### src/rtl/puf_resp_collect.sv
// PUF response collector: steps an external challenge LFSR, majority-votes each
// PUF word over VOTES samples and assembles an N_WORDS x W response.
module puf_resp_collect #(
    parameter int unsigned W       = 16,
    parameter int unsigned N_WORDS = 8,
    parameter int unsigned VOTES   = 3,
    parameter int unsigned SETTLE  = 2
) (
    input  logic                               clk,
    input  logic                               rst,
    input  logic                               start,
    input  logic [W-1:0]                       challenge,
    output logic                               lfsr_load,
    output logic [W-1:0]                       seed_out,
    output logic                               lfsr_step,
    input  logic                               lfsr_ready,
    input  logic [W-1:0]                       puf_data,
    output logic [W*N_WORDS-1:0]               resp,
    output logic                               resp_valid,
    output logic                               busy,
    output logic [$clog2(W*N_WORDS+1)-1:0]     unstable_cnt
);

    localparam int unsigned RW = W * N_WORDS;
    localparam int unsigned UW = $clog2(RW + 1);
    localparam int unsigned CW = $clog2(VOTES + 1);
    localparam int unsigned IW = (N_WORDS > 1) ? $clog2(N_WORDS) : 1;
    localparam int unsigned SW = (SETTLE > 1) ? $clog2(SETTLE) : 1;

    typedef enum logic [2:0] {
        StIdle,
        StLoad,
        StWaitRdy,
        StSettle,
        StSample,
        StCommit
    } state_e;

    state_e          state_q, state_d;
    logic [W-1:0]    seed_q;
    logic [RW-1:0]   resp_q;
    logic            resp_valid_q;
    logic [UW-1:0]   unstable_q;
    logic [IW-1:0]   idx_q;
    logic [CW-1:0]   vote_cnt_q;
    logic [SW-1:0]   settle_cnt_q;
    logic [CW-1:0]   votes_q [W];

    logic            last_word;
    logic            vote_last;
    logic            settle_last;
    logic [W-1:0]    word;
    logic [UW-1:0]   unstable_word;

    assign last_word   = (idx_q == IW'(N_WORDS - 1));
    assign vote_last   = (vote_cnt_q == CW'(VOTES - 1));
    assign settle_last = (32'(settle_cnt_q) + 32'd1 >= SETTLE);

    // Majority per bit; a bit is unstable unless all votes agreed.
    always_comb begin
        word          = '0;
        unstable_word = '0;
        for (int i = 0; i < int'(W); i++) begin
            word[i] = (votes_q[i] > CW'(VOTES / 2));
            if (votes_q[i] != '0 && votes_q[i] != CW'(VOTES)) begin
                unstable_word = unstable_word + UW'(1);
            end
        end
    end

    always_ff @(posedge clk or posedge rst) begin
        if (rst) begin
            state_q <= StIdle;
        end else begin
            state_q <= state_d;
        end
    end

    always_comb begin
        state_d = state_q;
        case (state_q)
            StIdle:    if (start) state_d = StLoad;
            StLoad:    state_d = StWaitRdy;
            StWaitRdy: if (lfsr_ready) state_d = (SETTLE == 0) ? StSample : StSettle;
            StSettle:  if (settle_last) state_d = StSample;
            StSample: begin
                if (vote_last)         state_d = StCommit;
                else if (SETTLE == 0)  state_d = StSample;
                else                   state_d = StSettle;
            end
            StCommit:  state_d = last_word ? StIdle : StWaitRdy;
            default:   state_d = StIdle;
        endcase
    end

    always_ff @(posedge clk or posedge rst) begin
        if (rst) begin
            seed_q       <= '0;
            resp_q       <= '0;
            resp_valid_q <= 1'b0;
            unstable_q   <= '0;
            idx_q        <= '0;
            vote_cnt_q   <= '0;
            settle_cnt_q <= '0;
            for (int i = 0; i < int'(W); i++) votes_q[i] <= '0;
        end else begin
            case (state_q)
                StIdle: begin
                    if (start) begin
                        seed_q       <= challenge;
                        resp_valid_q <= 1'b0;
                        unstable_q   <= '0;
                        idx_q        <= '0;
                    end
                end
                StSettle: begin
                    settle_cnt_q <= settle_last ? '0 : settle_cnt_q + SW'(1);
                end
                StSample: begin
                    for (int i = 0; i < int'(W); i++) begin
                        votes_q[i] <= votes_q[i] + CW'(puf_data[i]);
                    end
                    vote_cnt_q <= vote_cnt_q + CW'(1);
                end
                StCommit: begin
                    // Word 0 lands in the MSBs.
                    for (int k = 0; k < int'(N_WORDS); k++) begin
                        if (idx_q == IW'(int'(N_WORDS) - 1 - k)) resp_q[k*W +: W] <= word;
                    end
                    unstable_q <= unstable_q + unstable_word;
                    vote_cnt_q <= '0;
                    for (int i = 0; i < int'(W); i++) votes_q[i] <= '0;
                    if (last_word) begin
                        resp_valid_q <= 1'b1;
                    end else begin
                        idx_q <= idx_q + IW'(1);
                    end
                end
                default: ;
            endcase
        end
    end

    assign busy         = (state_q != StIdle);
    assign lfsr_load    = (state_q == StLoad);
    assign lfsr_step    = (state_q == StCommit) && !last_word;
    assign seed_out     = seed_q;
    assign resp         = resp_q;
    assign resp_valid   = resp_valid_q;
    assign unstable_cnt = unstable_q;

endmodule

### config.mk
export PLATFORM = sky130hd
export DESIGN_NAME = puf_resp_collect
export DESIGN_NICKNAME = d
export VERILOG_FILES = /design/src/rtl/puf_resp_collect.sv
export SDC_FILE = /design/constraint.sdc
export NUM_CORES = 1
export LEC_CHECK = 0
export CAP_MARGIN = 20
export CORE_UTILIZATION = 40
export CTS_BUF_LIST = sky130_fd_sc_hd__clkbuf_4
export DETAILED_ROUTE_END_ITERATION = 10
export PLACE_DENSITY_LB_ADDON = 0.1
export SETUP_SLACK_MARGIN = 0.2
export SYNTH_ARGS = -nofsm -noshare
export SYNTH_HDL_FRONTEND = slang
export SYNTH_SLANG_ARGS = --single-unit
### constraint.sdc
create_clock -name clk -period 15.6 [get_ports clk]
set_clock_uncertainty 0.1 [all_clocks]
set_input_delay 3.12 -clock clk [delete_from_list [all_inputs] [get_ports clk]]
set_output_delay 3.12 -clock clk [all_outputs]
set_load 0.02 [all_outputs]
==> impl_metrics.py <==
metrics = {
    "worst_setup_path": {
        "worst-path-buf-inv": 7,
        "cp_top_family": "adder cells",
        "endpoint_kind": "flip-flop",
        "crit_path_frequent_cell": "ha_1",
        "cpPeakStageDelay_ps": 450,
        "required_ps": 16020,
        "worstPathMaxFanout": 12,
        "crit_arrival_ps": 11440,
        "critical-path-slowest-cell": "or3_1",
        "critical_path_class": "reg -> reg",
        "start_kind": "flip-flop",
    },
    "global_routing": {
        "grt_overflow_total": 0,
        "grtUsageMet3_pct": 2.362,
        "grt_use_met1_pct": 30.68,
        "grt_max_degree": 117,
        "busiest_layer": "met2",
        "grt_first_pass_wirelength_um": 43680,
        "antenna_found_initial": 2,
        "first_global_vias": 7960,
        "grtUsageMet2_pct": 33.53,
        "grt.total_usage_pct": 21.11,
    },
    "floorplanning": {
        "die_w_um": 163.6,
        "rows": 58,
        "pin_count": 192,
        "die_h_um": 163.6,
        "core_um2": 25400,
        "initial_core_util_pct": 41.10,
        "die_area_um2": 26750,
    },
    "clock_tree": {
        "cts_max_path_buffers": 2,
        "cts_tree": "yes",
        "holdBufCountCts": 0,
        "cts_buffers": 17,
        "root_buffer": "clkbuf_4",
        "cts_max_level": 4,
        "postCtsSetupBuffers": 0,
        "clkSinkCount": 194,
        "cts_resized": 0,
        "clk_latency_ps": 580,
        "cts.clk_slew.worst_paths_ps": 190,
    },
    "synth": {
        "ys_seq_area_share_pct": 46.50,
        "synthArstFlopShare_pct": 100.0,
        "syn_area_um2": 10440,
        "synthCells": 1083,
        "ys_warn_count": 0,
        "avgSynthCellArea_um2": 9.640,
        "yosys_most_used_dff": "dfrtp_1",
        "synth-seq-cells": 194,
        "synth_edf_count": 0,
        "syn_nets": 1180,
        "ys_types": 83,
    },
    "run": {
        "cap_viol_max_count": 0,
    },
    "route": {
        "num_vias": 8180,
        "firstDrtPassIters": 7,
        "post-route-drc-count": 0,
        "routed_via_density": 5.138,
        "wl_per_cell_um": 17.11,
        "detail_route.iter0.violations": 630,
        "drtAntennaViolNets": 0,
        "routed_wl_um": 27240,
    },
    "outcome": {
        "outcome": "completed",
    },
    "cells_and_area": {
        "drive_above_1_share_pct": 7.930,
        "syn_to_final_growth_pct": 24.39,
        "nets": 1346,
        "post-route-util_pct": 51.13,
    },
    "timing": {
        "relSlewSlack_pct": 29.29,
        "min_period_over_period_pct": 70.61,
        "setup_ws_ps": 4584,
        "fin_setup_tns_ps": 0,
        "rsz0062_at_grt": "no",
        "finalHoldViolations": 0,
        "clock.fmax_mhz": 90.78,
        "fin_crit_ps": 11020,
        "max_slew.worst_pin.slew_ps": 1058,
        "setup_viol": 0,
        "hold_ws_ps": 398.7,
        "slew_viol_final": 0,
    },
    "hold_path": {
        "worstHoldPathType": "reg -> reg",
    },
    "place": {
        "io_buffers": 191,
        "pre_cts_slack_ps": 4671,
        "hpwl_um": 19310,
        "routabilityCongestion": 0.8371,
    },
}
-- final timing paths --
path,start,endpoint,slack [ps],cells after the start
min reg2reg,resp[127],resp[127],400,2
min in group asynchronous,rst,resp[116],2940,2
max reg2reg,votes_q[31],unstable_cnt[7],4580,56
max in group asynchronous,rst,resp[55],11310,4
min,resp[127],resp[127],400,2
max,votes_q[31],unstable_cnt[7],4580,56
-- state kept, by name, summed over array words and instances, names as in the netlist --
register / cells
idx_q: 3
resp: 128
resp_valid: 1
seed_out: 16
settle_cnt_q: 1
state_q: 3
unstable_cnt: 8
vote_cnt_q: 2
votes_q: 32
-- logic make-up (layout without fill, tap and decap cells) --
logic type               count (synthesis)  count (layout)  share of synthesized area [%]
AND/OR/NAND/NOR                        374             374                          17.21
AO/OA/AOI/OAI                          252             252                          14.30
flip-flops                             194             194                          46.50
buffers and inverters                  106             284                          4.278
adder cells (fa/ha/maj)                 61              61                          7.383
XOR/XNOR                                57              57                          6.244
multiplexers                            39              39                          4.087
other                                    0               1                              0
-- area by class of cell --
cell class | count | area (um^2)
antenna | 1 | 2.502
clock buffer | 17 | 127.6
clock inverter | 14 | 162.7
fill | 2414 | 12410
inverter | 52 | 202.7
multi-input combinational | 783 | 5149
sequential | 194 | 4855
tap | 330 | 412.9
timing repair buffer | 201 | 2074
-- synthesized netlist by cell type, types with 3 or more instances --
| master | number | share of area [%] |
|---|---|---|
| nor3b_1 | 4 | 0.29 |
| xnor3_1 | 5 | 1.1 |
| or2_0 | 3 | 0.18 |
| a211oi_1 | 5 | 0.36 |
| a31oi_1 | 8 | 0.48 |
| o21ai_0 | 146 | 7.0 |
| or3_1 | 10 | 0.60 |
| nor4_1 | 4 | 0.24 |
| xnor2_2 | 3 | 0.47 |
| o22ai_1 | 24 | 1.4 |
| nand2b_1 | 23 | 1.4 |
| o21ai_1 | 4 | 0.19 |
| mux2i_1 | 10 | 0.96 |
| and2_1 | 4 | 0.24 |
| dfrtp_1 | 194 | 47 |
| and2b_1 | 3 | 0.22 |
| xnor2_1 | 29 | 2.4 |
| xor2_1 | 15 | 1.3 |
| a21oi_1 | 19 | 0.91 |
| mux2_2 | 29 | 3.1 |
| nand4_1 | 4 | 0.24 |
| and3_1 | 3 | 0.18 |
| nand3_1 | 10 | 0.48 |
| a21o_1 | 4 | 0.29 |
| o21a_1 | 3 | 0.22 |
| nand3b_1 | 19 | 1.4 |
| o21bai_1 | 4 | 0.29 |
| nor2_1 | 39 | 1.4 |
| o31ai_1 | 4 | 0.29 |
| nor2b_1 | 10 | 0.60 |
| nor3_1 | 9 | 0.43 |
| nand2_1 | 211 | 7.6 |
| buf_6 | 5 | 0.54 |
| clkbuf_1 | 40 | 1.4 |
| buf_1 | 4 | 0.14 |
| ha_1 | 60 | 7.2 |
| inv_1 | 50 | 1.8 |
-- layer usage --
layer / share of wire [%] / vias up / wire length (um)
li1: - / 4070 / -
met1: 50 / 3900 / 13530
met2: 45 / 190 / 12390
met3: 3.8 / 20 / 1035
met4: 1.0 / 0 / 283
met5: 0 / - / 0
-- worst register-to-register path, delay by kind of cell (launching register included) --
kind | cells | cell delay, ps
and+or+nand+nor | 13 | 2070
buffers and inverters | 7 | 500
DFF | 1 | 390
muxes | 2 | 380
adders and majority gates | 12 | 3840
xor gates and xnor gates | 3 | 610
AOI/OAI and AO/OA | 19 | 3090
-- layout by cell type, fill, tap and decap left out, drive strengths merged, types with 23 or more instances in the layout --
master,count
clkdlybuf4s50,191
ha,60
inv,58
nor2,39
nand2b,23
o21ai,150
dfrtp,194
xnor2,32
nand2,211
o22ai,24
mux2,29
-- per-stage QoR --
step,instances,instance area (um^2)
after floorplan,1083,10440
after global placement,1555,12570
after CTS,1586,12860
final,1592,12990
after detailed placement,1555,12570
after global routing,1592,12990
Power is not shown: default switching activity piles up to over one toggle a cycle in this logic, so the estimate is an artifact.
